===== src/rtl/tinyalu_requester.sv =====
// ---------------------------------------------------------------------------
// tinyalu_requester
//
// Initiator side of the tinyalu start/done handshake. Commands (op, A, B)
// arrive on a valid/ready port and are queued in a small FIFO. Each command is
// issued to the ALU by holding alu_start high until a qualified alu_done. The
// 16-bit result is captured and then offered downstream on a valid/ready
// response port. Only one ALU operation is in flight at a time.
//
// Optional feature: define TINYALU_REQ_TIMEOUT_EN to enable a watchdog. When
// alu_done does not arrive within TIMEOUT_CYCLES cycles of WAIT, the operation
// is aborted and a response with result 0 and rsp_timeout=1 is produced.
// Without the macro, WAIT waits indefinitely and rsp_timeout is always 0.
//
// Parameters
//   CMD_DEPTH       command FIFO entries (power of 2, >= 2)
//   TIMEOUT_CYCLES  WAIT cycles without done before abort (watchdog build only)
//
// Ports
//   clk          in   clock, rising edge
//   reset_n      in   asynchronous active-low reset
//   cmd_valid    in   command offered
//   cmd_ready    out  FIFO not full; command taken on cmd_valid && cmd_ready
//   cmd_op       in   [2:0] 0 no_op, 1 add, 2 and, 3 xor, 4 mul
//   cmd_a/cmd_b  in   [7:0] operands
//   alu_start    out  held high for the whole ALU operation
//   alu_op       out  [2:0] registered op, stable while alu_start is high
//   alu_a/alu_b  out  [7:0] registered operands, stable while alu_start is high
//   alu_done     in   ALU completion
//   alu_result   in   [15:0] ALU result, sampled on qualified done
//   rsp_valid    out  response held until rsp_ready
//   rsp_ready    in   downstream accepts the response
//   rsp_result   out  [15:0] captured result, full width, no masking
//   rsp_op       out  [2:0] op that produced rsp_result
//   rsp_timeout  out  response came from a watchdog abort
//   busy         out  FSM not idle or FIFO non-empty
// ---------------------------------------------------------------------------
module tinyalu_requester #(
  parameter int CMD_DEPTH      = 4,
  parameter int TIMEOUT_CYCLES = 16
) (
  input  logic        clk,
  input  logic        reset_n,
  input  logic        cmd_valid,
  output logic        cmd_ready,
  input  logic [2:0]  cmd_op,
  input  logic [7:0]  cmd_a,
  input  logic [7:0]  cmd_b,
  output logic        alu_start,
  output logic [2:0]  alu_op,
  output logic [7:0]  alu_a,
  output logic [7:0]  alu_b,
  input  logic        alu_done,
  input  logic [15:0] alu_result,
  output logic        rsp_valid,
  input  logic        rsp_ready,
  output logic [15:0] rsp_result,
  output logic [2:0]  rsp_op,
  output logic        rsp_timeout,
  output logic        busy
);

  localparam int PW = (CMD_DEPTH > 1) ? $clog2(CMD_DEPTH) : 1;
  localparam int CW = PW + 1;

  // Reject unusable configurations at elaboration time.
  if (CMD_DEPTH < 2 || (CMD_DEPTH & (CMD_DEPTH - 1)) != 0 || TIMEOUT_CYCLES < 1)
  begin : g_param_check
    $error("tinyalu_requester: CMD_DEPTH must be a power of 2 >= 2, TIMEOUT_CYCLES >= 1");
  end

  typedef enum logic [2:0] {
    S_IDLE,
    S_ISSUE,   // first start-high cycle: any done seen here is stale
    S_WAIT,
    S_RESP,
    S_GAP      // mandatory start-low cycle between operations
  } state_t;

  state_t state, state_next;

  // ---------------------------------------------------------------------------
  // Command FIFO: wrap-around pointers plus an occupancy count.
  // ---------------------------------------------------------------------------
  logic [18:0]   fifo_mem [CMD_DEPTH];
  logic [PW-1:0] wr_ptr, rd_ptr;
  logic [CW-1:0] count;
  logic          fifo_full, fifo_empty, push, pop;

  assign fifo_full  = (count == CW'(CMD_DEPTH));
  assign fifo_empty = (count == '0);
  // A full FIFO refuses pushes even in a cycle where the FSM pops.
  assign push       = cmd_valid && !fifo_full;
  // Popping only from a non-empty FIFO means a same-cycle push into an empty
  // FIFO is seen by the FSM one cycle later.
  assign pop        = (state == S_IDLE) && !fifo_empty;

  // NOTE: storage has no reset; only the pointers and count define validity,
  // which lets the array map onto plain registers or RAM without a reset tree.
  always_ff @(posedge clk) begin
    if (push) fifo_mem[wr_ptr] <= {cmd_op, cmd_a, cmd_b};
  end

  always_ff @(posedge clk or negedge reset_n) begin
    if (!reset_n) begin
      wr_ptr <= '0;
      rd_ptr <= '0;
      count  <= '0;
    end else begin
      if (push) wr_ptr <= wr_ptr + PW'(1);
      if (pop)  rd_ptr <= rd_ptr + PW'(1);
      case ({push, pop})
        2'b10:   count <= count + CW'(1);
        2'b01:   count <= count - CW'(1);
        default: count <= count;
      endcase
    end
  end

  // ---------------------------------------------------------------------------
  // Watchdog
  // ---------------------------------------------------------------------------
  logic timeout_hit;

`ifdef TINYALU_REQ_TIMEOUT_EN
  localparam int TW = $clog2(TIMEOUT_CYCLES + 1);
  logic [TW-1:0] wait_cnt;

  // Fires on the last permitted WAIT cycle when done still has not arrived.
  assign timeout_hit = (state == S_WAIT) && !alu_done &&
                       (wait_cnt == TW'(TIMEOUT_CYCLES - 1));

  always_ff @(posedge clk or negedge reset_n) begin
    if (!reset_n) begin
      wait_cnt <= '0;
    end else if (pop) begin
      wait_cnt <= '0;                       // cleared as the op enters ISSUE
    end else if (state == S_WAIT && !alu_done && !timeout_hit) begin
      wait_cnt <= wait_cnt + TW'(1);
    end
  end
`else
  assign timeout_hit = 1'b0;
`endif

  // ---------------------------------------------------------------------------
  // FSM: state register
  // ---------------------------------------------------------------------------
  // NOTE: all clocked state uses non-blocking assignments so every flop samples
  // pre-edge values regardless of process ordering.
  always_ff @(posedge clk or negedge reset_n) begin
    if (!reset_n) state <= S_IDLE;
    else          state <= state_next;
  end

  // FSM: next-state logic
  // NOTE: the default assignment at the top keeps this purely combinational;
  // a path that leaves state_next unassigned would infer a latch.
  always_comb begin
    state_next = state;
    case (state)
      S_IDLE:  if (!fifo_empty)               state_next = S_ISSUE;
      S_ISSUE:                                state_next = S_WAIT;
      S_WAIT:  if (alu_done || timeout_hit)   state_next = S_RESP;
      S_RESP:  if (rsp_ready)                 state_next = S_GAP;
      S_GAP:                                  state_next = S_IDLE;
      default:                                state_next = S_IDLE;
    endcase
  end

  // FSM: state-decoded outputs
  always_comb begin
    rsp_valid = (state == S_RESP);
    busy      = (state != S_IDLE) || !fifo_empty;
    cmd_ready = !fifo_full;
  end

  // ---------------------------------------------------------------------------
  // Datapath: ALU request registers and response capture.
  // alu_start is a flop so the ALU sees a glitch-free level; its asynchronous
  // reset drops it the moment reset_n falls.
  // ---------------------------------------------------------------------------
  always_ff @(posedge clk or negedge reset_n) begin
    if (!reset_n) begin
      alu_start   <= 1'b0;
      alu_op      <= '0;
      alu_a       <= '0;
      alu_b       <= '0;
      rsp_result  <= '0;
      rsp_op      <= '0;
      rsp_timeout <= 1'b0;
    end else begin
      if (pop) begin
        {alu_op, alu_a, alu_b} <= fifo_mem[rd_ptr];
        alu_start              <= 1'b1;
      end
      // done is only honoured in WAIT; ISSUE ignores a level left over from
      // the previous operation.
      if (state == S_WAIT && alu_done) begin
        rsp_result  <= alu_result;
        rsp_op      <= alu_op;
        rsp_timeout <= 1'b0;
        alu_start   <= 1'b0;
      end else if (timeout_hit) begin
        rsp_result  <= 16'h0000;
        rsp_op      <= alu_op;
        rsp_timeout <= 1'b1;
        alu_start   <= 1'b0;
      end
    end
  end

endmodule


===== config.mk =====
export PLATFORM = sky130hd
export DESIGN_NAME = tinyalu_requester
export DESIGN_NICKNAME = d
export VERILOG_FILES = /design/src/rtl/tinyalu_requester.sv
export SDC_FILE = /design/constraint.sdc
export NUM_CORES = 1
export LEC_CHECK = 0
export CAP_MARGIN = 20
export CORE_MARGIN = 5
export CORE_UTILIZATION = 42
export DETAILED_ROUTE_END_ITERATION = 7
export MAX_ROUTING_LAYER = met4
export PLACE_DENSITY = 0.66
export RECOVER_POWER = 100
export REMOVE_ABC_BUFFERS = 1
export SLEW_MARGIN = 20
export SYNTH_ARGS = -nofsm -noshare
export SYNTH_HDL_FRONTEND = slang
export SYNTH_SLANG_ARGS = --single-unit

===== constraint.sdc =====
create_clock -name clk -period 3.05 [get_ports clk]
set_clock_uncertainty 0.05 [all_clocks]
set_input_delay 0.4575 -clock clk [delete_from_list [all_inputs] [get_ports clk]]
set_output_delay 0.4575 -clock clk [all_outputs]
set_load 0.05 [all_outputs]

==> out/metrics.yaml, run 1 <==
timing:
  relSlewSlack: -0.381
  timing.hold.ws_ps: 428
  fmax_ghz: 0.384
  period_needed_ps: 2600
  period_share: 0.853
  worst_pin_slew_ps: 2070
  maxSlewViolCount: 40
  worst_slack_ps: 448
  finalHoldViolCount: 0
  rsz0062_at_grt: "false"
  setup_viol: 0
placed_design:
  place_area_um2: 5830
  place_congestion: 0.730
  portBuffers: 81
  place_hpwl_um: 5590
  pre_cts_ws_ps: 747
  dp_cells: 458
routing:
  wl_per_cell_um: 17.8
  drtIter0Drc: 96
  vias_per_cell: 4.91
  num_vias: 2405
  drc_errors: 0
  routed_wl_um: 8740
  drt_pass1_iterations: 4
  ant_nets: 0
finish:
  fin_cells: 490
  layout-drive-gt1-share: 0.202
  final_util: 0.556
  n_antenna_cell: 0
  fill_cells: 933
  layout_common_cells: "76 x edfxtp_1, 62 x dlygate4sd3_1, 49 x dfrtp_1, 22 x mux2_1, 19 x clkbuf_16"
  design_area_um2: 6320
  layout.nets: 380
  area_growth_pct: 29.8
  final_common_cell: "edfxtp_1"
floorplan:
  num_io_pins: 83
  core-area_um2: 11400
  die_area_um2: 13800
  dieHeight_um: 118
  initial_core_util: 0.428
  rows: 39
  die_w_um: 118
grt:
  track_usage: 0.140
  grt_pass1_vias: 2649
  grt_max_degree: 40
  grt_pass1_wl_um: 14400
  grt_overflow: 0
  antenna_found_initial: 0
clock_network:
  cts_tree: "yes"
  clock-sinks: 125
  cts_buffers: 17
  cts_setup_buffers: 0
  clk_latency_ps: 400
  root_buffer: "clkbuf_16"
  clk_path_buf_depth: 2
  clk_pin_slew_ps: 50
  cts_max_level: 4
  postCtsHoldBufs: 0
  cts-resized-gates: 0
worst_setup_path:
  required_ps: 2540
  rr_worst_depth: 4
  cp-endpoint: "busy"
  end_kind: "output pin"
  ff2ff_setup_slack_ps: 530
  startpoint_type: "flop"
  critPathLaunch: "count[0]"
  path_class: "flop to output pin"
  crit_fanout: 4
  r2r_start: "state[2]"
  cp.arrival_ps: 2090
  timing.rr.end: "alu_b[4]"
yosys:
  ys_ff_latch: 125
  synth_edf_count: 76
  syn_inst: 235
  synth-main-ff-cell: "edfxtp_1"
  yosysSeqAreaShare: 0.721
  ys_warn_count: 0
  yosys.cell_types.count: 32
  synth_top_area_cell: "edfxtp_1"
  synthTopCellsByArea: "edfxtp_1 47%, dfrtp_1 25%, mux4_2 8.3%, mux2_4 5.9%, mux2_2 3.5%"
  syn_avg_cell_area_um2: 20.7
  ys_async_sr_fraction: 0.392
  syn_area_um2: 4870
  synth_top_cell_area_share: 0.469
pwr:
  power_density_nw_per_um2: 1180
  ir_drop_mv: 0.618
  switchingPower_uw: 2690
  p_clk_frac: 0.261
  switching_share: 0.362
  intPower_uw: 4750
  seq_power_share: 0.356
  power_leakage_uw: 0.00238
  p_comb_frac: 0.384
outcome:
  violations: "max-capacitance violations, max-slew violations"
  status: "complete, but fails checks"
flow_run:
  maxCapViolCount: 1
hold_path:
  hold-path-cell-count: 1
  hp-class: "flop to flop"
how the worst min path moves through the flow:
stage	slack, ps	startpoint	to
finish	430	rsp_result[7]	rsp_result[7]
global route	440	rsp_result[7]	rsp_result[7]
CTS	150	reset_n	rsp_result[7]
detailed placement	430	rsp_result[8]	rsp_result[8]
global placement	420	rsp_result[9]	rsp_result[9]
floorplan	110	reset_n	alu_a[0]
synthesized netlist by cell type, types with 2 or more instances:
library cell  number
and3_1             4
buf_12             2
buf_4              3
buf_6              3
clkbuf_1           2
dfrtp_1           49
edfxtp_1          76
ha_1               5
inv_1              6
mux2_1             5
mux2_2            15
mux2_4            19
mux4_2            18
nand2_1            3
nor2_1             2
nor3_1             3
xnor2_1            2
xor2_1             4
worst max-delay path: stages, from the launching register on:
cell and delay (ps):
dfrtp_1 410, nor3_1 420, nand2_1 90, dlygate4sd3_1 780
power groups by stage:
| stage | logic [uW] | registers [uW] | clock network, uW |
|---|---|---|---|
| floorplan | 1240 | 3630 | 0 |
| global placement | 3180 | 2670 | 0 |
| detailed placement | 3220 | 2700 | 0 |
| CTS | 3230 | 2670 | 1980 |
| global route | 3040 | 2720 | 2070 |
| finish | 2860 | 2650 | 1940 |
flip-flops by register name, indices dropped and copies added (netlist names), 3 cells and up:
register	flops
alu_a	8
alu_b	8
alu_op	3
count	3
fifo_mem	76
rsp_op	3
rsp_result	16
state	3
cells by family after synthesis:
logic type      Yosys count  synth area share
flops                   125             0.721
mux                      59             0.196
simple gates             19            0.0242
buf+inv                  16            0.0260
fa+ha+maj                 6            0.0170
xor+xnor                  6            0.0108
compound gates            3           0.00489
other cells               1          0.000770
stage by stage:
step,TNS [ps],power [uW]
3_3_place_gp,0,5860
4_1_cts,0,7880
5_1_grt,0,7830
3_5_place_dp,0,5920
6_report,0,7440
2_1_floorplan,-658,4880
per-layer routing:
metal	up-vias	wire, um	GRT usage
met5	-	0	-
met4	0	137	0.0559
met3	10	415	0.0514
met2	72	4230	0.212
met1	1221	3970	0.172
li1	1102	-	-
final cells by class:
| type | count | area [um^2] | share of cell area |
|---|---|---|---|
| flip-flops and latches | 125 | 3510 | 0.555 |
| multi-input cells | 94 | 1170 | 0.185 |
| clock buffers | 28 | 569 | 0.0901 |
| clock inverters | 4 | 21.3 | 0.00337 |
| well taps | 143 | 179 | 0.0283 |
| repair buffers | 90 | 846 | 0.134 |
| inverters | 6 | 22.5 | 0.00357 |
Power figures use the tool's default switching activity.
==> inputs of run 2 (changes only) <==
Settings changed: PLACE_DENSITY 0.66 to 0.68.
Clock period 3.05 ns to 2.3 ns, I/O delays scaled along.
==> out/metrics.yaml, run 2 (same netlist as run 1, synthesis figures left out) <==
timing:
  fmax_ghz: 0.459
  worst_pin_slew_ps: 1350
  maxSlewViolCount: 0
  relSlewSlack: 0.0992
  period_share: 0.946
  setup_viol: 0
  period_needed_ps: 2180
  timing.hold.ws_ps: 428
  finalHoldViolCount: 0
  rsz0062_at_grt: "false"
worst_setup_path:
  required_ps: 1900
  crit_chain: "or3b_4 -> clkbuf_1 -> dlygate4sd2_1"
  startpoint_type: "flop"
  rr_worst_depth: 9
  worst_path_max_delay_cell: "dfrtp_1"
  timing.rr.end: "count[2]"
  end_kind: "output pin"
  max_stage_delay_ps: 420
  ff2ff_setup_slack_ps: 130
  crit_family: "buffers and inverters"
  critPathBufInv: 2
  path_class: "flop to output pin"
  crit_fanout: 4
  cp.arrival_ps: 1780
  r2r_start: "count[0]"
hold_path:
  worstHoldStart: "alu_b[6]"
  hold-path-cell-count: 1
  whs_endpoint: "alu_b[6]"
  hp-class: "flop to flop"
routing:
  num_vias: 2434
  wl_per_cell_um: 17.6
  ant_nets: 0
  routed_wl_um: 8710
  drt_pass1_iterations: 4
  vias_per_cell: 4.91
  drtIter0Drc: 90
  drc_errors: 0
clock_network:
  root_buffer: "clkbuf_16"
  clock-sinks: 125
  cts_tree: "yes"
  cts_buffers: 17
  clk_path_buf_depth: 2
  cts_max_level: 4
  clk_latency_ps: 400
  clk_pin_slew_ps: 50
finish:
  reg_top3: "fifo_mem x76, rsp_result x16"
  fin_cells: 496
  fill_cells: 904
  largest_reg_flops: 76
  layout_common_cells: "76 x edfxtp_1, 59 x dlygate4sd3_1, 49 x dfrtp_1, 22 x mux2_1, 19 x clkdlybuf4s50_1"
  layout.nets: 384
  largest-register: "fifo_mem"
  area_growth_pct: 31.9
  final_common_cell: "edfxtp_1"
  layout-drive-gt1-share: 0.239
grt:
  grt_overflow: 0
  track_usage: 0.142
  grt_pass1_vias: 2745
  grt_max_degree: 30
  gr-max-usage-layer: "met2"
  grt_util_met3: 0.0625
  antenna_found_initial: 2
  grt_pass1_wl_um: 14500
  grt_use_met1: 0.170
  met2_usage: 0.214
pwr:
  ir_drop_mv: 0.904
  power_leakage_uw: 0.00244
  power_density_nw_per_um2: 1580
floorplan:
  die_w_um: 118
  die_area_um2: 13800
  core-area_um2: 11400
  num_io_pins: 83
  dieHeight_um: 118
  rows: 39
  initial_core_util: 0.428
flow_run:
  maxCapViolCount: 0
placed_design:
  place_congestion: 0.702
  place_hpwl_um: 5600
  dp_cells: 459
  portBuffers: 81
outcome:
  status: "finished clean"
## run 2: repair_timing
action / in CTS / in global routing
pin swaps: 0 / 2
setup buffers: 0 / 2
resized for setup: 2 / 3
hold endpoints to repair: 20 / 0
hold buffers: 1 / 0
endpoints found under the setup margin: 2 / 2
## run 2: power by group
part	switching [uW]	leakage, uW	total [uW]	internal, uW
Combinational	2370	0.000857	3860	1490
Sequential	328	0.00127	3480	3150
Clock	911	0.000309	2800	1890
## run 2: area by class of cell
type / instances / area, um^2 / area share
sequential: 125 / 3510 / 0.546
multi-input combinational: 94 / 1180 / 0.184
timing repair buffer: 94 / 890 / 0.139
clock buffer: 21 / 470 / 0.0733
tap: 143 / 179 / 0.0279
clock inverter: 11 / 164 / 0.0255
inverter: 6 / 22.5 / 0.00351
antenna: 2 / 5.00 / 0.000779
## run 2: worst register-to-register path: cells and delay by family, from the launching register on
family	cells	cell delay, ps
flip-flops	1	420
adder cells (fa/ha/maj)	2	500
buffers and inverters	2	110
XOR/XNOR	2	290
AND/OR/NAND/NOR	3	720
## run 2: how the worst max path moves through the flow
stage | start | end | slack, ps | cells past startpoint
2_1_floorplan | state[2] | count[2] | -1170 | 8
3_3_place_gp | count[0] | count[2] | 150 | 9
3_5_place_dp | count[0] | count[2] | 100 | 9
5_1_grt | count[0] | count[2] | 20 | 9
6_report | count[0] | cmd_ready | 120 | 3
4_1_cts | state[0] | rsp_valid | 20 | 3
## run 2: layer usage
layer  part of all wire  routed length (um)
met5                  0                   0
met3              0.067                 581
met2               0.48                4200
met4              0.010                  91
met1               0.44                3840
## run 2: per-stage QoR
step / utilization / power [uW] / area (um^2) / setup TNS, ps / setup WS, ps
after floorplan: - / 6470 / 4760 / -13190 / -1170
after global placement: 0.514 / 7760 / 5850 / 0 / 154
after detailed placement: 0.514 / 7860 / 5850 / 0 / 104
after CTS: 0.571 / 10700 / 6490 / 0 / 17.2
after global routing: 0.565 / 10700 / 6420 / 0 / 20.7
final: 0.565 / 10100 / 6420 / 0 / 123
==> RTL change (config.mk and constraints of run 1) <==
Re-encode `state_t` (5 states) as one-hot, 5 bits wide.
--- a/src/rtl/tinyalu_requester.sv
+++ b/src/rtl/tinyalu_requester.sv
@@ -70,10 +70,10 @@
   end
 
-  typedef enum logic [2:0] {
-    S_IDLE,
-    S_ISSUE,   // first start-high cycle: any done seen here is stale
-    S_WAIT,
-    S_RESP,
-    S_GAP      // mandatory start-low cycle between operations
+  typedef enum logic [4:0] {
+    S_IDLE  = 5'b00001,
+    S_ISSUE = 5'b00010,   // first start-high cycle: any done seen here is stale
+    S_WAIT  = 5'b00100,
+    S_RESP  = 5'b01000,
+    S_GAP   = 5'b10000      // mandatory start-low cycle between operations
   } state_t;
 
Check against the original RTL: no difference found for any inputs over 10 cycles, from zero or initial values and one cycle with reset_n low; not proved beyond that.
==> RTL change against run 1 <==
Non-clock buffer count increased by 2. Power up 1.8%. Via count increased by 4.5%. Sequential cell count increased by 2. Sequential share of layout area fell by 0.41 points. Setup slack got worse by 0.30 ns. Largest cell class unchanged. Final area rose by 2.2%. Wire length increased by 0.16%. Area after synthesis rose by 0.13%. Core utilization is 0.99 points higher.
==> RTL change: results (changes against run 1) <==
- P_leak: 2.464 nW (+3.4%)
- Finished Layout Cells: 505 (+3.1%)
- Met2 GRT Util: 21.96% (+0.74 points)
- GRT Overall Usage: 13.80% (-0.20 points)
- Hold slack: 0.4341 ns (+0.006040 ns)
- Finished Core Util: 56.55% (+0.99 points)
- Status: finished, final reports clean
- Vias in the first global route: 2721 (+2.7%)
- Fraction of final layout cells sized beyond drive strength 1: 26.67% (+6.5 points)
- CP max stage delay: 0.76 ns (-0.02 ns)
- Setup WS pre-CTS: 0.4634 ns (-0.2840 ns)
- GPL Wtd Cong: 0.7353 (+0.70%)
- CP arrival: 2.39 ns (+0.30 ns)
- Top cells by count, synth: edfxtp_1 (76), dfrtp_1 (50), mux2_2 (39)
- Reg-to-reg slack, setup: 0.47 ns (-0.06 ns)
- Reg2reg end: count[2]$_DFFE_PN0P_
- Initial antenna violation count: 2 (+2)
- Post-placement cell area: 0.005887 mm² (+1.0%)
- 1st-iter DRT viols: 90 (-6.3%)
- Critical-path top delay cell: dlygate4sd3_1
- Dpl cells: 470 (+2.6%)
- Synth top area cells: edfxtp_1 (47%), dfrtp_1 (26%), mux2_2 (9.0%), mux4_2 (8.8%), ha_1 (1.3%)
- Reg-to-reg startpoint: state[0]$_DFFE_PN1P_
- Post-CTS Hold Buffers: 1 (+1)
- Fillers: 877 (-6.0%)
- Max-slew headroom: 13.64% (+52 points)
- Yosys warnings: 0 (unchanged)
- First-pass GRT wire length: 14430 µm (about the same)
- Max IR drop VDD: 0.0006885 V (+11%)
- Seq/Total Area, Yosys: 73.04% (+0.96 points)
- Post-synth ARST share: 40.16% (+0.96 points)
- Min-delay src: count[2]$_DFFE_PN0P_
- Initial DRT Pass Iterations: 4 (unchanged)
- Fin nets: 393 (+3.4%)
- Distinct cell type count after synthesis: 35 (+9.4%)
- DR WL/cell: 17.34 µm (-2.8%)
- WHS Endpoint: count[2]$_DFFE_PN0P_
- R2R cell count: 8 (+4)
- Vias: 2514 (+4.5%)
- Met1 Use GR: 15.97% (-1.2 points)
- Post-DP HPWL: 5597 µm (+0.16%)
- Post-synthesis cell count: 246 (+4.7%)
RTL change: how the worst max path moves through the flow:
stage | to | startpoint | slack, ns | cells past startpoint
4_1_cts | rsp_valid | state[1]$_DFFE_PN0P_ | 0.02 | 3
3_3_place_gp | rsp_valid | state[1]$_DFFE_PN0P_ | 0.52 | 3
6_report | busy | state[0]$_DFFE_PN1P_ | 0.15 | 4
2_1_floorplan | rsp_valid | state[1]$_DFFE_PN0P_ | 0.1 | 2
5_1_grt | busy | state[0]$_DFFE_PN1P_ | 0.06 | 4
3_5_place_dp | rsp_valid | state[1]$_DFFE_PN0P_ | 0.46 | 3
RTL change: worst max-delay path, delay by kind of cell, from the launching register on:
kind                   cells  cell delay (ns)
buffers and inverters      1             0.76
and+or+nand+nor            3             0.66
DFF                        1             0.57
RTL change: layout make-up:
class                   instances  share of cell area, %
well taps                     143                  2.771
inverters                       7                 0.4069
repair buffers                 92                  13.51
clock buffers                  25                  8.177
diodes                          2                0.07750
clock inverters                 7                  1.085
multi-input cells             102                  18.85
flip-flops and latches        127                  55.12
RTL change: power breakdown:
part | switching [W] | internal (W) | total (W)
clock | 0.000686 | 0.00129 | 0.00197
combinational | 0.00168 | 0.00120 | 0.00288
sequential | 0.000312 | 0.00241 | 0.00272
total | 0.00268 | 0.00489 | 0.00757
RTL change: kinds of logic after synthesis:
family	after synthesis	synth area share [%]
flip-flops	127	73.04
multiplexers	60	18.20
AND/OR/NAND/NOR	25	3.389
buffers and inverters	17	1.746
adder cells (fa/ha/maj)	7	1.900
XOR/XNOR	6	1.078
AO/OA/AOI/OAI	3	0.5649
other	1	0.07695
RTL change: layer usage:
metal,wire [µm],up-vias
met4,125,0
met5,0,-
met3,564,14
li1,-,1156
met1,3733,1257
met2,4335,87
